$ cat src/rtl/digital_lock_pkg.sv
// -----------------------------------------------------------------------------
// digital_lock_pkg
//   Shared definitions for the keypad front end and the lock logic it feeds.
//   - state_t        : debounce FSM state encoding (2 bits)
//   - onehot()       : true when exactly one bit of the argument is set
//   - DEF_* constants: default parameter values for key_press_encoder
// -----------------------------------------------------------------------------
package digital_lock_pkg;

  typedef enum logic [1:0] {
    ST_IDLE     = 2'd0,
    ST_DEBOUNCE = 2'd1,
    ST_HELD     = 2'd2,
    ST_RELEASE  = 2'd3
  } state_t;

  localparam int unsigned DEF_N               = 4;
  localparam int unsigned DEF_DEBOUNCE_CYCLES = 50000;
  localparam int unsigned DEF_TIMEOUT_CYCLES  = 500000;

  // Callers zero-extend their vector to 32 bits; widths up to 32 supported.
  function automatic logic onehot(input logic [31:0] v);
    return (v != '0) && ((v & (v - 32'd1)) == '0);
  endfunction

endpackage

$ cat src/rtl/button_synchroniser.sv
// -----------------------------------------------------------------------------
// button_synchroniser
//   Two-flop synchroniser for N asynchronous active-low buttons. Both stages
//   reset to all-ones so every button reads as released out of reset.
//   Ports:
//     clock      in  1  system clock, rising edge
//     reset      in  1  asynchronous, active-high
//     i_key_n    in  N  raw active-low buttons
//     o_key_n    out N  synchronised active-low buttons (second stage)
// -----------------------------------------------------------------------------
module button_synchroniser #(
  parameter int unsigned N = 4
) (
  input  logic         clock,
  input  logic         reset,
  input  logic [N-1:0] i_key_n,
  output logic [N-1:0] o_key_n
);

  logic [N-1:0] r_sync1;
  logic [N-1:0] r_sync2;

  always_ff @(posedge clock or posedge reset) begin
    if (reset) begin
      r_sync1 <= '1;
      r_sync2 <= '1;
    end else begin
      r_sync1 <= i_key_n;
      r_sync2 <= r_sync1;
    end
  end

  assign o_key_n = r_sync2;

endmodule

$ cat src/rtl/key_press_encoder.sv
// -----------------------------------------------------------------------------
// key_press_encoder
//   Synchronises and debounces N active-low push buttons and emits one
//   single-cycle one-hot key code per accepted press. Presses with more than
//   one button down produce a one-cycle multi_error pulse instead.
//   Optional feature (macro KEY_TIMEOUT_EN): inactivity timer that pulses
//   timeout TIMEOUT_CYCLES cycles after the last key pulse. Without the macro
//   timeout is tied low.
//   Ports:
//     clock        in  1  system clock, rising edge
//     reset        in  1  asynchronous, active-high
//     key_n        in  N  raw active-low buttons
//     key          out N  one-hot accepted key, 1-cycle pulse
//     multi_error  out 1  1-cycle pulse: debounced press had >1 button down
//     held         out 1  level: accepted/rejected press still held
//     timeout      out 1  1-cycle pulse: inactivity after last key
// -----------------------------------------------------------------------------
module key_press_encoder
  import digital_lock_pkg::*;
#(
  parameter int unsigned N               = DEF_N,
  parameter int unsigned DEBOUNCE_CYCLES = DEF_DEBOUNCE_CYCLES,
  parameter int unsigned TIMEOUT_CYCLES  = DEF_TIMEOUT_CYCLES
) (
  input  logic         clock,
  input  logic         reset,
  input  logic [N-1:0] key_n,
  output logic [N-1:0] key,
  output logic         multi_error,
  output logic         held,
  output logic         timeout
);

  localparam int unsigned CW = $clog2(DEBOUNCE_CYCLES);
  localparam logic [CW-1:0] CNT_LAST = CW'(DEBOUNCE_CYCLES - 1);

  logic [N-1:0]  w_key_n_sync;
  logic [N-1:0]  w_pressed;
  logic          w_stable_done;
  logic          w_emit;

  state_t        r_state;
  logic [CW-1:0] r_cnt;
  logic [N-1:0]  r_cand;
  logic [N-1:0]  r_key;
  logic          r_multi;
  logic          r_held;

  button_synchroniser #(.N(N)) u_sync (
    .clock   (clock),
    .reset   (reset),
    .i_key_n (key_n),
    .o_key_n (w_key_n_sync)
  );

  assign w_pressed = ~w_key_n_sync;

  // Debounce window complete with the candidate pattern still present.
  assign w_stable_done = (r_state == ST_DEBOUNCE) && (w_pressed == r_cand) &&
                         (r_cnt == CNT_LAST);
  // A key pulse is registered on this edge; also drives the inactivity timer.
  assign w_emit = w_stable_done && onehot(32'(r_cand));

  always_ff @(posedge clock or posedge reset) begin
    if (reset) begin
      r_state <= ST_IDLE;
      r_cnt   <= '0;
      r_cand  <= '0;
      r_key   <= '0;
      r_multi <= 1'b0;
      r_held  <= 1'b0;
    end else begin
      r_key   <= '0;
      r_multi <= 1'b0;
      case (r_state)
        ST_IDLE: begin
          if (w_pressed != '0) begin
            r_cand  <= w_pressed;
            r_cnt   <= '0;
            r_state <= ST_DEBOUNCE;
          end
        end
        ST_DEBOUNCE: begin
          if (w_pressed != r_cand) begin
            // Glitch: drop the candidate silently.
            r_cnt   <= '0;
            r_state <= ST_IDLE;
          end else if (w_stable_done) begin
            if (w_emit) r_key   <= r_cand;
            else        r_multi <= 1'b1;
            r_cnt   <= '0;
            r_held  <= 1'b1;
            r_state <= ST_HELD;
          end else begin
            r_cnt <= r_cnt + CW'(1);
          end
        end
        ST_HELD: begin
          // Pattern changes while held are ignored until a full release.
          if (w_pressed == '0) begin
            r_cnt   <= '0;
            r_state <= ST_RELEASE;
          end
        end
        ST_RELEASE: begin
          if (w_pressed != '0) begin
            r_cnt   <= '0;
            r_state <= ST_HELD;
          end else if (r_cnt == CNT_LAST) begin
            r_cnt   <= '0;
            r_held  <= 1'b0;
            r_state <= ST_IDLE;
          end else begin
            r_cnt <= r_cnt + CW'(1);
          end
        end
        default: begin
          r_cnt   <= '0;
          r_held  <= 1'b0;
          r_state <= ST_IDLE;
        end
      endcase
    end
  end

  assign key         = r_key;
  assign multi_error = r_multi;
  assign held        = r_held;

`ifdef KEY_TIMEOUT_EN
  localparam int unsigned TW = $clog2(TIMEOUT_CYCLES);
  localparam logic [TW-1:0] TMR_LAST = TW'(TIMEOUT_CYCLES - 1);

  logic [TW-1:0] r_timer;
  logic          r_armed;
  logic          r_timeout;

  always_ff @(posedge clock or posedge reset) begin
    if (reset) begin
      r_timer   <= '0;
      r_armed   <= 1'b0;
      r_timeout <= 1'b0;
    end else begin
      r_timeout <= 1'b0;
      // A key pulse on the expiry edge takes priority: re-arm, no timeout.
      if (w_emit) begin
        r_armed <= 1'b1;
        r_timer <= '0;
      end else if (r_armed) begin
        if (r_timer == TMR_LAST) begin
          r_timeout <= 1'b1;
          r_armed   <= 1'b0;
        end else begin
          r_timer <= r_timer + TW'(1);
        end
      end
    end
  end

  assign timeout = r_timeout;
`else
  assign timeout = 1'b0;
`endif

endmodule

$ cat config.mk
export PLATFORM = sky130hd
export DESIGN_NAME = key_press_encoder
export DESIGN_NICKNAME = d
export VERILOG_FILES = /design/src/rtl/digital_lock_pkg.sv /design/src/rtl/button_synchroniser.sv /design/src/rtl/key_press_encoder.sv
export SDC_FILE = /design/constraint.sdc
export NUM_CORES = 1
export LEC_CHECK = 0
export CELL_PAD_IN_SITES_DETAIL_PLACEMENT = 0
export CELL_PAD_IN_SITES_GLOBAL_PLACEMENT = 1
export CORE_MARGIN = 1.5
export CORE_UTILIZATION = 27
export DETAILED_ROUTE_END_ITERATION = 7
export PLACE_DENSITY = 0.56
export SLEW_MARGIN = 10
export SYNTH_ARGS = -nofsm -noshare
export SYNTH_HDL_FRONTEND = slang
export SYNTH_SLANG_ARGS = --single-unit
$ cat constraint.sdc
create_clock -name clock -period 2.2 [get_ports clock]
set_input_delay 0.22 -clock clock [delete_from_list [all_inputs] [get_ports clock]]
set_output_delay 0.22 -clock clock [all_outputs]
set_load 0.01 [all_outputs]
### Word-level counts from Yosys, hierarchy flattened

Cells that the tools add are included.

| storage, ports and cells | value |
|---|---|
| bits in registers | 36 |
| bits in latches | 0 |
| memory bits (writable) | 0 |
| ROM bits | 0 |
| input bits | 6 |
| output and inout port bits | 7 |
| word-level logic and storage cells | 67 |
| memories | 0 |

| cells by class | value |
|---|---|
| $add $sub $neg | 2 |
| $mul | 0 |
| divide/modulo/power cells | 0 |
| order comparisons | 0 |
| equality and inequality tests | 14 |
| shift-type cells | 0 |
| multiplexer cells | 27 |
| bitwise logic cells | 2 |
| reduce and logical (&&, ||, !) cells | 14 |

Operator list:

| cell | count |
|---|---|
| 16-bit two-way mux | 6 |
| 16-bit one-hot mux with 4 select lines | 1 |
| 4-bit by 32-bit AND with 32-bit output | 1 |
| 32-bit zero test | 1 |
| 16-bit by 1-bit adder with 16-bit output (second input constant) | 1 |
| 16-bit == test (second input constant) | 1 |
| 4-bit two-way mux | 4 |
| 2-bit two-way mux | 6 |
| 2-bit != test (second input constant) | 6 |
| 1-bit two-way mux | 8 |
| 2-bit one-hot mux with 4 select lines | 1 |
| 4-bit nonzero test | 2 |
| 5-bit AND reduction | 1 |
| 4-bit by 1-bit subtractor with 5-bit output (second input constant) | 1 |
| 2-bit == test (second input constant) | 2 |
| 4-bit == test | 1 |
| 1-bit logical AND | 4 |
| 4-bit zero test | 1 |
| 4-bit != test | 1 |
| 4-bit inverter | 1 |
| 2-bit AND reduction | 2 |
| 4-bit AND reduction | 1 |
| 3-bit by 2-bit != test with 1-bit output (second input constant) | 1 |
| 3-bit != test (second input constant) | 1 |
| 4 further kinds | 4 |

### Depth between registers and ports, before layout

| depth | value |
|---|---|
| depth after elaboration | 9 |
| gate-level depth with buffers | 8 |
| mapped depth without buffers | 6 |

### Modules after synthesis

Synthesis repeated with hierarchy kept, for this count alone.

| second synthesis, totals | value |
|---|---|
| cells, all modules | 176 |
| area, all modules | 1761.7 sq um |

Modules (own cells, without submodules):

| module | times used | cells an instance | area each (sq um) | seq. area each (sq um) |
|---|---|---|---|---|
| key_press_encoder | 1 | 167 | 1547.7 | 700.7 |
| button_synchroniser | 1 | 9 | 214.0 | 210.2 |

### Least setup slack after synthesis

No wires, ideal clock.

| timing path | value |
|---|---|
| path type | reg2reg |
| start | reg r_cnt[7] |
| end | reg r_cnt[0] |
| setup time | 0.125 ns |
| data arrival time | 1.798 ns |
| data required time | 2.075 ns |
| slack | 0.277 ns |
| cell stages (with the launch flop) | 7 |
| buffers on the path | 2 |
| period minus slack after synthesis | 1.923 ns |
| cells stage by stage | dfrtp_1 -> or4_4 -> nor4_4 -> a211oi_2 -> buf_6 -> buf_6 -> mux2_2 |

| on the way | value |
|---|---|
| longest elaborated chain between the ends | 5 |
| elaborated cells between the ends (all ways) | 7 |
| classes of those cells | eq/ne (1); mux (5); reduce/logical (1) |

RTL lines:

| item | line | text |
|---|---|---|
| from (decl) | key_press_encoder.sv:43 | `logic [CW-1:0] r_cnt;` |
| from (signal assigned) | key_press_encoder.sv:95 | `r_cnt <= r_cnt + CW'(1);` |
| from (signal assigned) | key_press_encoder.sv:114 | `r_cnt <= r_cnt + CW'(1);` |
| 16-bit == test (*) | key_press_encoder.sv:60, key_press_encoder.sv:109 |  |
| 1-bit logical AND | key_press_encoder.sv:59 | `assign w_stable_done = (r_state == ST_DEBOUNCE) && (w_pressed == r_cand) &&` |
| 16-bit two-way mux | key_press_encoder.sv:88 | `end else if (w_stable_done) begin` |
| 16-bit two-way mux | key_press_encoder.sv:84 | `if (w_pressed != r_cand) begin` |
| 16-bit one-hot mux with 4 select lines (*) | key_press_encoder.sv:75 | `case (r_state)` |

Every way passes the cells marked *; elsewhere a longest branch is shown, timed or not.
A chain may end at the register's enable or synchronous reset.

### Worst setup path after layout

| timing path | value |
|---|---|
| start | reg r_cnt[7] |
| end | reg r_cnt[3] |

The elaborated chain is that of the path after synthesis.

==> impl_metrics.ini <==
[outcome]
outcome = completed

[clock_network]
path_clk_slew_ns = 0.08
post_cts_buffers = 0
cts.sinks = 36
cts_buffers = 5
cts-hold-fix-buffers = 0
cts-root-buf = clkbuf_8
htree_levels = 2
cts.path.max_buffers = 2
tritoncts = done
cts_resized = 0
clk_latency_ns = 0.29

[sta]
worst_pin_slew_ns = 0.568
finalHoldViolCount = 0
rsz0062_at_grt = false
period_needed_ns = 2.00
timing.setup.tns_ns = 0
finClkSkew_ns = 0.00695
finalSetupViolations = 0
slew_headroom_pct = 61.9
timing.final.crit_share_pct = 90.9
fmax_mhz = 500
slew_violations = 0

[worst_setup_path]
cp_max_fo = 16
cp.required_ns = 2.36
worst-r2r-cell-count = 6
crit_path_end_kind = flip-flop
startpoint_type = flip-flop
crit_start = r_cnt[7]
reg2reg_from = r_cnt[7]
r2r_end = r_cnt[3]
critPathArrivalTime_ns = 2.16
reg2reg_setup_slack_ns = 0.20
critPathKind = reg2reg

[die]
die_h_um = 82.3
io_pins = 13
die_x_um = 82.3
dieArea_mm2 = 0.00678
initial_utilization_pct = 28.4
rows = 28
coreArea_mm2 = 0.00599

[layout]
nets = 191
final_cell_mix = 28 x dfrtp_1, 23 x nand2_1, 11 x clkdlybuf4s50_1
final_common_cell = dfrtp_1
multiInputGateArea_um2 = 719
area_growth_syn_to_layout_pct = 18.3
drive_gt1_share_pct = 15.7
fillers = 617
final_cells = 260
register_area_um2 = 911
n_antenna_cell = 0
final_core_util_pct = 33.5

[global_route]
grt_overflow_total = 0
grt.met1_usage_pct = 13.9
grt_max_degree = 37
grt_use_met2_pct = 18.0
grt_pass1_vias = 1228
grt_pass1_wl_um = 5690
track_usage_pct = 11.2
met3_usage_pct = 3.41
antenna_found_initial = 0
grt_busiest_layer = met2

[synth]
yosysSeqAreaShare_pct = 53.6
ys.flop_type = dfrtp_1
syn_inst = 168
synth_edf_count = 0
syn-cell-area_mm2 = 0.00170
ys_types = 43
ys.warnings.count = 0
synth.avg_cell_area_um2 = 10.1
async_reset_ff_share_pct = 100
ys_ff_latch = 36
synth_fp_nets = 175

[pwr]
internal_power_w = 0.00119
vdd_drop_max_v = 0.000279
p_seq_share_pct = 48.3
switching_share_pct = 28.6
powerDensity_mw_per_mm2 = 833
pwr-share-comb_pct = 17.1
leakage_nw = 0.807
p_clk_share_pct = 34.6
netSwitchingPower_w = 0.000479

[worst_hold_path]
hold_path.class = in2async

[placed_design]
dp.cells = 252
io_buffers = 11
hpwl_um = 2340
gp_congestion = 0.760

[drt]
drt.antenna.violating_nets = 0
vias = 1276
drt-initial-drc-count = 44
firstDrtPassIters = 4
drt-wirelength-per-cell_um = 12.8
drt_wl_total_um = 3330
viasPerCell = 4.91
drc = 0

[run]
drv_cap = 0
==> critical path: stages, from the launching register on <==
cell	delay, ns
dfrtp_1	0.44
or4_4	0.56
nor4_4	0.32
a211oi_2	0.07
buf_4	0.20
a41oi_1	0.23
a31oi_1	0.06
==> power groups by stage <==
stage	registers (W)	logic, W	clock network, W
after floorplan	0.000788	0.000263	0
after detailed placement	0.000821	0.000293	0
after global routing	0.000825	0.000330	0.000633
final	0.000809	0.000286	0.000579
after global placement	0.000818	0.000287	0
after CTS	0.000808	0.000292	0.000602
==> through the flow <==
step           hold WS [ns]  total power [W]  area, um^2  setup slack (ns)
4_1_cts               0.313          0.00170        2010             0.213
5_1_grt               0.317          0.00179        2010            0.0782
6_report              0.329          0.00167        2010             0.200
2_1_floorplan         0.224          0.00105        1700             0.277
3_5_place_dp          0.347          0.00111        1900             0.235
3_3_place_gp          0.346          0.00110        1900             0.254
==> cell usage after synthesis, types with 3 or more instances <==
cell	count	share of area, %
nand3_1	8	2.4
dfrtp_1	28	41
inv_1	5	1.1
clkbuf_1	3	0.66
or2_2	3	1.1
and2_1	3	1.1
nor2_1	9	2.0
a31oi_1	10	3.7
xor2_1	5	2.6
a21oi_1	8	2.4
nand2_1	23	5.1
nor3_1	4	1.2
dfstp_2	8	12
o21ai_0	10	2.9
==> registers in the layout (all words and copies together), names as in the netlist <==
| name | count |
|---|---|
| multi_error | 1 |
| r_cand | 4 |
| u_sync.r_sync1 | 4 |
| held | 1 |
| u_sync.o_key_n | 4 |
| key | 4 |
| r_state | 2 |
| r_cnt | 16 |
==> per-layer routing <==
layer  wire length (um)  up-vias
met5                  0        -
met4                 61        0
met3                143        6
met2               1520       23
met1               1610      625
li1                   -      622
==> kinds of logic after synthesis <==
kind of cell / share of synthesized area (%)
xor+xnor: 3.09
flops: 53.6
compound gates: 14.4
mux: 1.84
other cells: 0.221
buf+inv: 4.05
fa+ha+maj: 0.736
simple gates: 22.0
==> how the worst max path moves through the flow <==
| stage | slack, ns | depth (start not counted) | to |
|---|---|---|---|
| finish | 0.20 | 6 | r_cnt[3] |
| global route | 0.08 | 6 | r_cnt[3] |
| CTS | 0.21 | 6 | r_cnt[3] |
| detailed placement | 0.23 | 6 | r_cnt[3] |
| global placement | 0.25 | 6 | r_cnt[15] |
| floorplan | 0.28 | 6 | r_cnt[0] |
==> layout make-up <==
cell class                 instances  share of cell area [%]
clock inverter                     3                    2.12
inverter                           5                   0.934
timing repair buffer              17                    7.72
tap                               75                    4.67
clock buffer                       5                    3.42
multi-input combinational        119                    35.8
sequential                        36                    45.3
Note: power is estimated with default switching activity, not from simulation.
